<file path="src/rtl/palette_loader.sv">
// Palette file download parser: skips a header, packs R,G,B byte
// triplets into 15-bit colour words and writes them to palette RAM.
module palette_loader #(
    parameter int HDR_BYTES = 0,
    parameter int ENTRIES   = 64
) (
    input  logic        clk,
    input  logic        reset,
    input  logic        dl_active,
    input  logic        dl_wr,
    input  logic [7:0]  dl_data,
    output logic        load_color,
    output logic [14:0] load_color_data,
    output logic [5:0]  load_color_index,
    output logic        busy,
    output logic        pal_valid,
    output logic        err_short
);

    localparam logic [1:0] S_IDLE  = 2'd0;
    localparam logic [1:0] S_SKIP  = 2'd1;
    localparam logic [1:0] S_RECV  = 2'd2;
    localparam logic [1:0] S_DRAIN = 2'd3;

    localparam bit         HAS_HDR   = (HDR_BYTES > 0);
    localparam logic [7:0] HDR_LAST  = 8'(HDR_BYTES - 1);
    localparam logic [6:0] ENT_LAST  = 7'(ENTRIES - 1);
    localparam logic [6:0] ENT_FULL  = 7'(ENTRIES);

    logic [1:0] state;
    logic [1:0] phase;
    logic [6:0] entry_cnt;
    logic [7:0] hdr_cnt;
    logic [7:0] red_q;
    logic [7:0] grn_q;
    logic       act_q;
    logic       armed;

    logic       rise;
    logic       fall;
    logic       wr_fire;
    logic [6:0] cnt_n;

    // Edge detection and the byte that completes an entry this cycle.
    // armed stays low after reset until dl_active is seen low, so a
    // download still in progress across reset is not picked up again.
    always_comb begin
        rise    = dl_active & ~act_q & armed;
        fall    = ~dl_active & act_q;
        wr_fire = (state == S_RECV) && dl_wr && (phase == 2'd2) && !rise;
        cnt_n   = entry_cnt + {6'd0, wr_fire};
    end

    // Download state machine, byte assembly and palette write strobe.
    always_ff @(posedge clk) begin
        if (reset) begin
            state            <= S_IDLE;
            phase            <= 2'd0;
            entry_cnt        <= 7'd0;
            hdr_cnt          <= 8'd0;
            red_q            <= 8'd0;
            grn_q            <= 8'd0;
            act_q            <= 1'b0;
            armed            <= 1'b0;
            load_color       <= 1'b0;
            load_color_data  <= 15'd0;
            load_color_index <= 6'd0;
            busy             <= 1'b0;
            pal_valid        <= 1'b0;
            err_short        <= 1'b0;
        end else begin
            act_q      <= dl_active;
            load_color <= wr_fire;
            if (!dl_active) begin
                armed <= 1'b1;
            end
            if (wr_fire) begin
                load_color_data  <= {dl_data[7:3], grn_q[7:3], red_q[7:3]};
                load_color_index <= entry_cnt[5:0];
            end
            if (rise) begin
                phase     <= 2'd0;
                entry_cnt <= 7'd0;
                hdr_cnt   <= 8'd0;
                pal_valid <= 1'b0;
                err_short <= 1'b0;
                busy      <= 1'b1;
                state     <= HAS_HDR ? S_SKIP : S_RECV;
            end else begin
                case (state)
                    S_SKIP: begin
                        if (dl_wr) begin
                            hdr_cnt <= hdr_cnt + 8'd1;
                            if (hdr_cnt == HDR_LAST) begin
                                state <= S_RECV;
                            end
                        end
                    end
                    S_RECV: begin
                        if (dl_wr) begin
                            case (phase)
                                2'd0: begin
                                    red_q <= dl_data;
                                    phase <= 2'd1;
                                end
                                2'd1: begin
                                    grn_q <= dl_data;
                                    phase <= 2'd2;
                                end
                                default: begin
                                    phase     <= 2'd0;
                                    entry_cnt <= cnt_n;
                                    if (entry_cnt == ENT_LAST) begin
                                        state <= S_DRAIN;
                                    end
                                end
                            endcase
                        end
                    end
                    default: begin
                    end
                endcase
                if (fall && (state != S_IDLE)) begin
                    pal_valid <= (cnt_n == ENT_FULL);
                    err_short <= (cnt_n != ENT_FULL);
                    busy      <= 1'b0;
                    phase     <= 2'd0;
                    state     <= S_IDLE;
                end
            end
        end
    end

endmodule
</file>
<file path="config.mk">
export PLATFORM = sky130hd
export DESIGN_NAME = palette_loader
export DESIGN_NICKNAME = d
export VERILOG_FILES = /design/src/rtl/palette_loader.sv
export SDC_FILE = /design/constraint.sdc
export NUM_CORES = 1
export LEC_CHECK = 0
export ABC_AREA = 1
export BUFFER_PORTS_ARGS = -buffer_cell sky130_fd_sc_hd__buf_4
export CAP_MARGIN = 20
export CORE_ASPECT_RATIO = 1.75
export CORE_MARGIN = 5
export CORE_UTILIZATION = 24
export CTS_CLUSTER_DIAMETER = 40
export DETAILED_ROUTE_END_ITERATION = 10
export GPL_TIMING_DRIVEN = 0
export HOLD_SLACK_MARGIN = 0.05
export PLACE_DENSITY_LB_ADDON = 0.15
export SYNTH_ARGS = -nofsm -noshare
export SYNTH_HDL_FRONTEND = slang
export SYNTH_SLANG_ARGS = --single-unit
</file>
<file path="constraint.sdc">
create_clock -name clk -period 2.9 [get_ports clk]
set_input_delay 0.87 -clock clk [delete_from_list [all_inputs] [get_ports clk]]
set_output_delay 0.87 -clock clk [all_outputs]
set_load 0.03 [all_outputs]
</file>
---- Yosys cells after proc, flatten, opt, wreduce, memory -nomap -nowiden ----
Index checks and enable logic that the tools add are counted.
storage, ports and cells
  register bits ........................... 62
  memories ................................ 0
  logic and storage cells ................. 73
  bits in read-only memories .............. 0
  RAM bits ................................ 0
  latch bits .............................. 0
cells by class
  reductions and logical operators ........ 20
  add/sub/neg operators ................... 2
  div/mod/pow operators ................... 0
  $lt $le $gt $ge ......................... 0
  bitwise gates (word level) .............. 7
  shift-type cells ........................ 0
  eq/ne operators ......................... 18
  $mul .................................... 0
  mux-type cells .......................... 11
operators with widths
  cell                   number
  $mux W2                7
  $reduce_and A6 Y1      2
  $add A8 B1 Y8 const B  1
  $eq A8 B8 Y1 const B   1
  $ne A2 B2 Y1 const B   4
  $ne A4 B3 Y1 const B   2
  $ne A4 B4 Y1 const B   2
  $pmux W2 S2            2
  $reduce_and A4 Y1      2
  $add A7 B1 Y7          1
  $eq A7 B6 Y1 const B   1
  $eq A7 B7 Y1 const B   1
  $ne A7 B7 Y1 const B   1
  $reduce_bool A2 Y1     3
  $eq A2 B1 Y1 const B   2
  $eq A2 B2 Y1 const B   2
  $logic_and A1 B1 Y1    4
  $ne A4 B2 Y1 const B   1
  $not A1 Y1             4
  $reduce_and A2 Y1      2
  $reduce_bool A4 Y1     1
  $reduce_or A2 Y1       2
  $and A1 B1 Y1          3
  $reduce_and A3 Y1      1
  5 further kinds        6

---- Longest topological paths before layout ----
Gate-level depths: netlist of the first run.
  depth after elaboration ................. 7
  mapped depth ............................ 15
  mapped depth without buffers ............ 14

---- Worst setup path after synthesis of the first run ----
No wires, ideal clock.
  path kind ............................... input to register
  start point ............................. input dl_active
  end point ............................... register err_short
  path buffers ............................ 1
  data arrival time ....................... 2.308 ns
  setup slack ............................. 0.478 ns
  data required time ...................... 2.787 ns
  library setup time ...................... 0.113 ns
  stages on the path ...................... 14
  path through ............................ inv_2 > nor2_1 > nand2_4 > inv_2 > nor3_4 > buf_6 > ha_1 > nand2_1 > nor2_1 > nand3_1 > nand2_1 > nand3_1 > nand3_1 > nand2_1
on the way
  longest elaborated chain between the ends .. 6
  elaborated cells between the ends (all ways) .. 10
  classes of those cells .................. add/sub: 1; eq/ne: 1; bitwise: 4; reduce/logical: 4
ends and longest elaborated chain
  item                        RTL line  RTL
  from (decl)                 9         input logic dl_active,
  $and A1 B1 Y1 (2 in a row)  48        rise = dl_active & ~act_q & armed;
  $logic_not A1 Y1            50        wr_fire = (state == S_RECV) && dl_wr && (phase == 2'd2) && !rise;
  $logic_and A1 B1 Y1         50
  net wr_fire                 41        logic wr_fire;
  $add A7 B1 Y7               51        cnt_n = entry_cnt + {6'd0, wr_fire};
  $ne A7 B7 Y1                125       err_short <= (cnt_n != ENT_FULL);
  to (signal assigned)        125
  to (decl)                   17        output logic err_short
The timed path passes the listed nets, and every way through them passes these cells.
A chain may end at the register's enable or synchronous reset.

---- Worst setup path after layout of the first run ----
Ends and elaborated chain as after synthesis.

==> results.py, run 1 <==
metrics = {
    "outcome": {
        "outcome": "finished clean",
    },
    "cts": {
        "root_buffer": "clkbuf_16",
        "numClockSinks": 56,
        "postCtsSetupBuffers": 0,
        "cts.repair.resized": 0,
        "cts.path.max_buffers": 2,
        "path_clk_slew_ns": 0.07,
        "clk_latency_ns": 0.29,
        "hold_buffers": 0,
        "numCtsBuffers": 5,
        "cts_tree": "done",
        "h-tree-depth": 2,
    },
    "floorplanning": {
        "die-area_um2": 11900,
        "dieHeight_um": 140,
        "die_x_um": 84.5,
        "io_pins": 37,
        "initial_utilization_pct": 24.6,
        "fp.coreArea_um2": 9470,
        "fp-row-count": 47,
    },
    "timing": {
        "setup_tns_ns": 0,
        "hold_slack_ns": 0.453,
        "finalHoldViolations": 0,
        "max_freq_mhz": 391,
        "period_share_pct": 88.1,
        "skew_ns": 0.00481,
        "setup_ws_ns": 0.344,
        "tightest_slew_ns": 0.448,
        "rsz0062_at_grt": "no",
        "setup-violations-final": 0,
        "period_minus_slack_ns": 2.56,
        "slew_headroom_pct": 70.1,
        "slew_violations": 0,
    },
    "yosys": {
        "synth_warnings": 0,
        "synthCells": 311,
        "yosysSeqAreaShare_pct": 48.1,
        "yosys_register_bits": 56,
        "synth_cell_type_count": 28,
        "syn-num-nets": 326,
        "synthesis.area_um2": 2330,
        "syn_area_per_cell_um2": 7.50,
    },
    "place": {
        "post-dp-hpwl_um": 4550,
        "routabilityCongestion": 0.750,
        "placed_area_um2": 2730,
        "port_buffers": 33,
        "place_inst": 466,
        "dpl_worst_slack_ns": -0.00546,
    },
    "worst_setup_path": {
        "critPathLaunchType": "input port",
        "rrSetupSlack_ns": 0.74,
        "timing.rr.end": "err_short",
        "path_class": "in2reg",
        "worstPathRequired_ns": 3.09,
        "cp_max_fo": 11,
        "crit_arrival_ns": 2.74,
        "reg2reg_depth": 13,
        "r2r_start": "state[1]",
        "crit_path_end_kind": "flop",
    },
    "final_layout": {
        "nets": 366,
        "final-instance-count-excl-fill": 474,
        "drive_above_1_share_pct": 17.0,
        "multi_input_area_um2": 1030,
        "fill_cells": 1039,
        "fin_area_um2": 2900,
        "area_growth_pct": 24.4,
        "seqCellArea_um2": 1120,
        "antenna_cells": 0,
    },
    "global_routing": {
        "grt_max_degree": 18,
        "overflow": 0,
        "track_usage_pct": 10.3,
        "grt_pass1_wl_um": 9830,
        "grt_pass1_vias": 2075,
        "antenna_found_initial": 0,
    },
    "power": {
        "power_leakage_nw": 1.31,
        "p_per_area_nw_per_um2": 524,
        "ir_worst_vdd_mv": 0.308,
    },
    "route": {
        "dr.pass1.iters": 4,
        "drt-initial-drc-count": 113,
        "drc": 0,
        "dr_total_vias": 2042,
        "antenna_left": 0,
        "vias_per_cell": 4.31,
        "wirelength_um": 5810,
        "wl_per_cell_um": 12.2,
    },
    "min_path": {
        "hold_path.startpoint": "hdr_cnt[5]",
        "min_path_type": "reg2reg",
        "holdPathEnd": "hdr_cnt[5]",
        "min_path_cells": 2,
    },
    "job": {
        "maxCapViolCount": 0,
    },
}
cells in the mapped netlist:
master    count  share of area (%)
nand3_1      20                4.3
nand3_2       1               0.43
nand2_4       1               0.48
xor2_1        1               0.38
clkbuf_2      1               0.21
o211ai_1      1               0.32
clkbuf_1      3               0.48
o21ai_0      33                7.1
nor2_1       63                 10
nor2_4        1               0.48
a21oi_1      23                4.9
dfxtp_1      56                 48
a211oi_1      2               0.64
buf_2         2               0.43
or2_0         2               0.54
o21bai_1      1               0.32
nand2_2       1               0.27
nand4_1       1               0.27
a31oi_1       3               0.80
o21ai_1       2               0.43
nand3b_1      2               0.64
nor3_4        2                1.4
buf_6         4                1.9
inv_1        26                4.2
nor2_2        2               0.54
ha_1          3                1.6
inv_2         4               0.64
nand2_1      50                8.0
power breakdown:
| part | total [mW] | internal (mW) | switching (mW) |
|---|---|---|---|
| Clock | 0.684 | 0.406 | 0.277 |
| Sequential | 0.779 | 0.774 | 0.00442 |
| Combinational | 0.0563 | 0.0183 | 0.0380 |
flip-flops by register name (all words and copies together) (netlist names):
| register | count |
|---|---|
| load_color_data | 15 |
| hdr_cnt | 8 |
| entry_cnt | 7 |
| load_color_index | 6 |
| grn_q | 5 |
| red_q | 5 |
| phase | 2 |
| state | 2 |
| act_q | 1 |
| armed | 1 |
| busy | 1 |
| err_short | 1 |
| load_color | 1 |
| pal_valid | 1 |
metal layers:
layer	wire (um)	GRT usage (%)	share of wire, %
met1	2310	10.7	40
met2	3240	20.0	56
met3	142	2.00	2.4
met4	112	4.00	1.9
met5	0	0	0
cell usage in the layout (no fill, tap or decap), types with 3 or more instances in the layout:
cell and count:
a21oi_1 23, a31oi_1 3, buf_4 33, buf_6 4, clkbuf_1 3, clkbuf_16 5
dfxtp_1 56, ha_1 3, inv_1 26, inv_2 4, nand2_1 50, nand3_1 20
nor2_1 63, o21ai_0 33
worst max-delay path, stage by stage:
cell	delay (ns)
buf_4	0.11
inv_2	0.06
nor2_1	0.06
nand2_4	0.12
inv_2	0.07
nor3_4	0.33
buf_6	0.20
ha_1	0.22
nand2_1	0.11
o21ai_0	0.18
nand2_1	0.09
nor2_1	0.12
nand3_1	0.09
nand3_1	0.08
nand2_1	0.05
cells by family (layout without fill, tap and decap cells):
family | Yosys count | after routing | synth area share [%]
simple gates | 146 | 146 | 27.5
compound gates | 65 | 65 | 14.5
xor+xnor | 1 | 1 | 0.376
buf+inv | 40 | 81 | 7.89
flops | 56 | 56 | 48.1
fa+ha+maj | 3 | 3 | 1.61
area by class of cell:
cell class	count	area share [%]
Clock buffer	5	4.31
Tap cell	122	5.26
Multi-Input combinational cell	215	35.4
Inverter	30	3.88
Buffer	10	2.46
Timing Repair Buffer	33	8.54
Sequential cell	56	38.7
Clock inverter	3	1.47
through the flow:
step,utilization (%),total power [mW]
finish,30.6,1.52
floorplan,-,0.827
CTS,30.6,1.55
global placement,28.9,0.855
detailed placement,28.9,0.855
global route,30.6,1.58
worst max-delay path by stage:
stage          startpoint        end  slack, ns  depth (start not counted)
3_5_place_dp    dl_active  err_short     -0.005                         15
2_1_floorplan   dl_active  err_short       0.48                         14
5_1_grt         dl_active  err_short       0.10                         15
4_1_cts         dl_active  err_short       0.31                         15
3_3_place_gp    dl_active  err_short      0.007                         15
6_report        dl_active  err_short       0.34                         15
(Power assumes the default switching activity.)
==> run 2: changes to the inputs <==
--- a/config.mk
+++ b/config.mk
@@ -5,7 +5,7 @@
 export SDC_FILE = /design/constraint.sdc
 export NUM_CORES = 1
 export LEC_CHECK = 0
-export ABC_AREA = 1
+export ABC_AREA = 0
 export BUFFER_PORTS_ARGS = -buffer_cell sky130_fd_sc_hd__buf_4
 export CAP_MARGIN = 20
 export CORE_ASPECT_RATIO = 1.75
==> run 2 against run 1 <==
Compared with the run above:
- sequential power barely moved
- sequential cell count stayed put
- register-to-register slack got worse by 0.40 ns
- final area shrank 3.4%
- combinational power fell by 8.2%
- final cell count fell by 13%
- critical path depth shrank 5
- critical endpoint unchanged
- die area is 3.8% lower
- clock power rose by 0.9%
- setup slack worse by 0.18 ns
- via count down 12%
- non-clock buffer count grew 4
==> results.py, run 2 <==
metrics = {
    "outcome": {
        "outcome": "finished clean",
    },
    "worst_setup_path": {
        "cpPeakStageDelay_ns": 0.42,
        "cp_slowest_cell": "a2111o_1",
        "crit_arrival_ns": 2.91,
        "crit_path_end_kind": "flop",
        "critPathLaunchType": "input port",
        "cp_max_fo": 11,
        "r2r_start": "phase[1]",
        "cp_common_cell": "buf_4",
        "path_cells": "buf_4 -> and4b_1 -> buf_4 -> nand3_2 -> inv_2 -> buf_6 -> ha_1 -> or4_1 -> a2111o_1 -> nor3b_1",
        "worstPathRequired_ns": 3.07,
        "crit_start": "dl_wr",
        "path_class": "in2reg",
    },
    "route": {
        "drc": 0,
        "drt-initial-drc-count": 42,
        "wl_per_cell_um": 13.1,
        "vias_per_cell": 4.36,
        "dr.pass1.iters": 2,
        "wirelength_um": 5410,
        "dr_total_vias": 1802,
        "antenna_left": 0,
    },
    "timing": {
        "hold_slack_ns": 0.455,
        "finalHoldViolations": 0,
        "period_minus_slack_ns": 2.74,
        "rsz0062_at_grt": "no",
        "period_share_pct": 94.4,
        "max_freq_mhz": 365,
        "slew_violations": 0,
        "tightest_slew_ns": 0.607,
        "slew_headroom_pct": 59.4,
        "setup-violations-final": 0,
        "setup_ws_ns": 0.164,
        "skew_ns": 0.00767,
    },
    "final_layout": {
        "final-instance-count-excl-fill": 413,
        "drive_above_1_share_pct": 17.4,
        "final_common_cell": "dfxtp_1",
        "seqCellArea_um2": 1120,
        "fin_area_um2": 2800,
        "multi_input_area_um2": 1030,
        "fill_cells": 1031,
        "reg.largest.list": "load_color_data (15), hdr_cnt (8), entry_cnt (7)",
        "nets": 307,
        "antenna_cells": 0,
        "final_util_pct": 30.8,
        "regMostFlops": "load_color_data",
        "area_growth_pct": 25.4,
        "largest_reg_flops": 15,
        "final_cell_mix": "dfxtp_1 (56), nand2_1 (49), buf_4 (33)",
    },
    "place": {
        "place_inst": 405,
        "port_buffers": 32,
        "dpl_worst_slack_ns": -0.454,
        "post-dp-hpwl_um": 4080,
        "placed_area_um2": 2630,
        "routabilityCongestion": 0.715,
    },
    "cts": {
        "cts_tree": "done",
        "h-tree-depth": 2,
        "numClockSinks": 56,
        "root_buffer": "clkbuf_16",
        "numCtsBuffers": 5,
        "clk_latency_ns": 0.29,
        "hold_buffers": 0,
        "cts.path.max_buffers": 2,
        "path_clk_slew_ns": 0.07,
    },
    "yosys": {
        "synth_cell_type_count": 35,
        "synth_top_area_share_pct": 50.2,
        "yosysSeqAreaShare_pct": 50.2,
        "synthesis.area_um2": 2230,
        "yosysMostFrequentCell": "dfxtp_1",
        "synth_warnings": 0,
        "synthCells": 253,
        "synthArstFlopShare_pct": 0,
        "yosys_register_bits": 56,
        "ys.flop_type": "dfxtp_1",
        "syn-num-nets": 268,
        "syn_area_per_cell_um2": 8.83,
        "yosys-top-cells-area": "dfxtp_1 (50%), nand2_1 (8.2%), a21oi_1 (6.0%)",
        "synth_edf_count": 0,
        "synth.largest_area_cell": "dfxtp_1",
        "synthTopCellsByCount": "dfxtp_1 (56), nand2_1 (49), nor2_1 (28)",
    },
    "floorplanning": {
        "io_pins": 37,
        "fp-row-count": 46,
        "die_x_um": 82.9,
        "fp.coreArea_um2": 9090,
        "initial_utilization_pct": 24.6,
        "die-area_um2": 11400,
        "dieHeight_um": 138,
    },
    "min_path": {
        "min_path_type": "reg2reg",
        "hold_path.startpoint": "load_color_data[8]",
    },
    "power": {
        "power_leakage_nw": 1.10,
        "ir_worst_vdd_mv": 0.232,
        "p_per_area_nw_per_um2": 543,
    },
    "global_routing": {
        "antenna_found_initial": 0,
        "overflow": 0,
        "track_usage_pct": 9.64,
        "grt_pass1_wl_um": 8710,
        "grt_max_degree": 17,
        "grt_pass1_vias": 1752,
    },
    "job": {
        "maxCapViolCount": 0,
    },
}
[run 2: worst paths after layout]
| kind | endpoint | slack, ns | cells after the start |
|---|---|---|---|
| worst max-delay path | err_short | 0.16 | 10 |
| worst min register to register | load_color_data[8] | 0.45 | 2 |
| worst max register to register | err_short | 0.34 | 10 |
| worst min-delay path | load_color_data[8] | 0.45 | 2 |
[run 2: final cells by class]
type	instances	area share (%)
well taps	120	5.36
clock inverters	2	1.25
flip-flops and latches	56	40.0
inverters	4	0.536
plain buffers	15	2.81
repair buffers	32	8.57
clock buffers	6	4.60
multi-input cells	178	36.9
[run 2: metal layers]
metal	share of wire [%]	up-vias	wire (um)	global-route usage (%)
li1	-	925	-	-
met2	54	25	2920	18.3
met3	2.9	7	159	2.21
met4	1.9	0	102	4.36
met5	0	-	0	0
met1	41	845	2220	10.0
[run 2: logic make-up after synthesis]
group                    after synthesis  share of synthesized area (%)
flip-flops                            56                           50.2
XOR/XNOR                              12                           4.70
AND/OR/NAND/NOR                      117                           25.7
AO/OA/AOI/OAI                         34                           8.45
multiplexers                          12                           5.38
adder cells (fa/ha/maj)                3                           1.68
buffers and inverters                 19                           3.92
[run 2: timing repair]
item / in CTS / in global routing
pin swaps: 0 / 1
buffers inserted: 0 / 0
resized for setup: 2 / 3
setup endpoints to repair: 2 / 2
[run 2: metrics by stage]
stage	total power, mW	setup TNS (ns)
finish	1.52	0
global route	1.57	0
CTS	1.55	0
detailed placement	0.850	-1.23
global placement	0.850	-1.31
floorplan	0.824	0
[run 2: power breakdown]
group	total (mW)	switching (mW)	internal, mW
clock network	0.690	0.283	0.407
registers	0.779	0.00489	0.774
logic	0.0517	0.0333	0.0184
total	1.52	0.321	1.20
[run 2: worst max-delay path, delay by kind of cell]
kind	cells	cell delay (ns)
simple gates	4	0.87
buf+inv	4	0.52
compound gates	1	0.42
fa+ha+maj	1	0.22
==> run 3: changes to the inputs <==
==> constraint.sdc (replaced) <==
create_clock -name clk -period 2.76 [get_ports clk]
set_input_delay 0.828 -clock clk [delete_from_list [all_inputs] [get_ports clk]]
set_output_delay 0.828 -clock clk [all_outputs]
set_load 0.03 [all_outputs]
==> run 3 against run 2 <==
Compared with the run above:
- final area decreased by 0.22%
- critical endpoint unchanged
- sequential cell count unchanged
- critical path depth unchanged
- die area unchanged
- global-route usage is 0.086 points lower
- sequential share of layout area up 0.090 points
- clock power fell by 6.2%
==> results.py, run 3 (synthesis gave the netlist of run 2 again) <==
metrics = {
    "floorplanning": {
        "die-area_um2": 11400,
        "fp-row-count": 46,
        "dieHeight_um": 138,
        "io_pins": 37,
        "fp.coreArea_um2": 9090,
        "initial_utilization_pct": 24.6,
        "die_x_um": 82.9,
    },
    "worst_setup_path": {
        "critPathLaunchType": "input port",
        "crit_path_end_kind": "flop",
        "path_class": "in2reg",
        "worstPathRequired_ns": 2.93,
        "cp_max_fo": 11,
        "crit_arrival_ns": 2.83,
    },
    "final_layout": {
        "seqCellArea_um2": 1120,
        "area_growth_pct": 25.1,
        "antenna_cells": 0,
        "multi_input_area_um2": 1040,
        "reg.largest.list": "load_color_data (15), hdr_cnt (8), entry_cnt (7)",
        "final_cell_mix": "dfxtp_1 (56), nand2_1 (49), buf_4 (33)",
        "drive_above_1_share_pct": 17.7,
        "fill_cells": 1022,
        "largest_reg_flops": 15,
        "final_common_cell": "dfxtp_1",
        "nets": 307,
        "regMostFlops": "load_color_data",
    },
    "min_path": {
        "min_path_type": "reg2reg",
    },
    "job": {
        "maxCapViolCount": 0,
    },
    "power": {
        "ir_worst_vdd_mv": 0.216,
        "p_per_area_nw_per_um2": 543,
        "power_leakage_nw": 1.09,
        "power.total_mw": 1.52,
    },
    "global_routing": {
        "grt_pass1_wl_um": 8600,
        "track_usage_pct": 9.55,
        "grt_max_degree": 19,
        "antenna_found_initial": 0,
        "overflow": 0,
        "grt_pass1_vias": 1707,
    },
    "timing": {
        "setup-violations-final": 0,
        "tightest_slew_ns": 0.609,
        "rsz0062_at_grt": "no",
        "max_freq_mhz": 375,
        "slew_headroom_pct": 59.2,
        "period_share_pct": 96.5,
        "finalHoldViolations": 0,
        "skew_ns": 0.00729,
        "slew_violations": 0,
        "period_minus_slack_ns": 2.66,
        "setup_ws_ns": 0.0960,
    },
    "cts": {
        "path_clk_slew_ns": 0.07,
        "h-tree-depth": 2,
        "clk_latency_ns": 0.29,
        "numClockSinks": 56,
        "postCtsSetupBuffers": 0,
        "numCtsBuffers": 5,
        "cts_tree": "done",
        "cts.path.max_buffers": 2,
        "root_buffer": "clkbuf_16",
    },
    "route": {
        "dr_total_vias": 1797,
        "dr.pass1.iters": 3,
        "drc": 0,
        "antenna_left": 0,
        "drt-initial-drc-count": 69,
        "wirelength_um": 5350,
        "vias_per_cell": 4.35,
        "wl_per_cell_um": 12.9,
    },
    "place": {
        "routabilityCongestion": 0.728,
        "post-dp-hpwl_um": 4090,
        "port_buffers": 32,
        "dpl_worst_slack_ns": -0.424,
    },
    "outcome": {
        "outcome": "finished clean",
    },
}
-- run 3: power by group --
group	switching (mW)	internal, mW
registers	0.00508	0.813
logic	0.0353	0.0193
clock network	0.306	0.341
-- run 3: through the flow --
step	area, um2	util (%)	instances	TNS (ns)	hold WS [ns]
6_report	2800	30.8	413	0	0.455
3_5_place_dp	2630	28.9	405	-1.20	0.447
3_3_place_gp	2630	28.9	405	-1.20	0.441
2_1_floorplan	2240	-	253	0	0.431
4_1_cts	2780	30.6	413	0	0.458
5_1_grt	2800	30.8	413	0	0.472
-- run 3: per-layer routing --
metal	track usage, %	part of all wire, %	wire, um
met1	9.68	39	2100
met2	18.5	55	2960
met3	2.33	3.6	195
met4	3.82	1.7	90
met5	0	0	0
-- run 3: final cells by class --
class	count	share of cell area (%)
flip-flops and latches	56	40.1
multi-input cells	178	37.2
repair buffers	32	8.59
well taps	120	5.37
clock buffers	5	4.47
plain buffers	15	2.82
clock inverters	3	0.805
inverters	4	0.626
-- run 3: worst paths after layout --
kind / end / depth (start not counted) / slack [ns] / start
worst min-delay path: load_color_data[8] / 2 / 0.45 / load_color_data[8]
worst max-delay path: err_short / 10 / 0.1 / dl_wr
worst min register to register: load_color_data[8] / 2 / 0.45 / load_color_data[8]
worst max register to register: err_short / 10 / 0.28 / state[1]
-- run 3: worst max-delay path: stages --
cell	delay, ns
buf_4	0.13
and4b_1	0.17
buf_4	0.17
nand3_4	0.13
inv_4	0.06
buf_6	0.14
ha_1	0.22
or4_1	0.42
a2111o_1	0.42
nor3b_1	0.15
-- run 3: what timing repair did --
action                                  CTS  global route
pin swaps                                 1             0
endpoints found under the setup margin    2             2
hold buffers                              0             0
gates resized for setup                   3             3
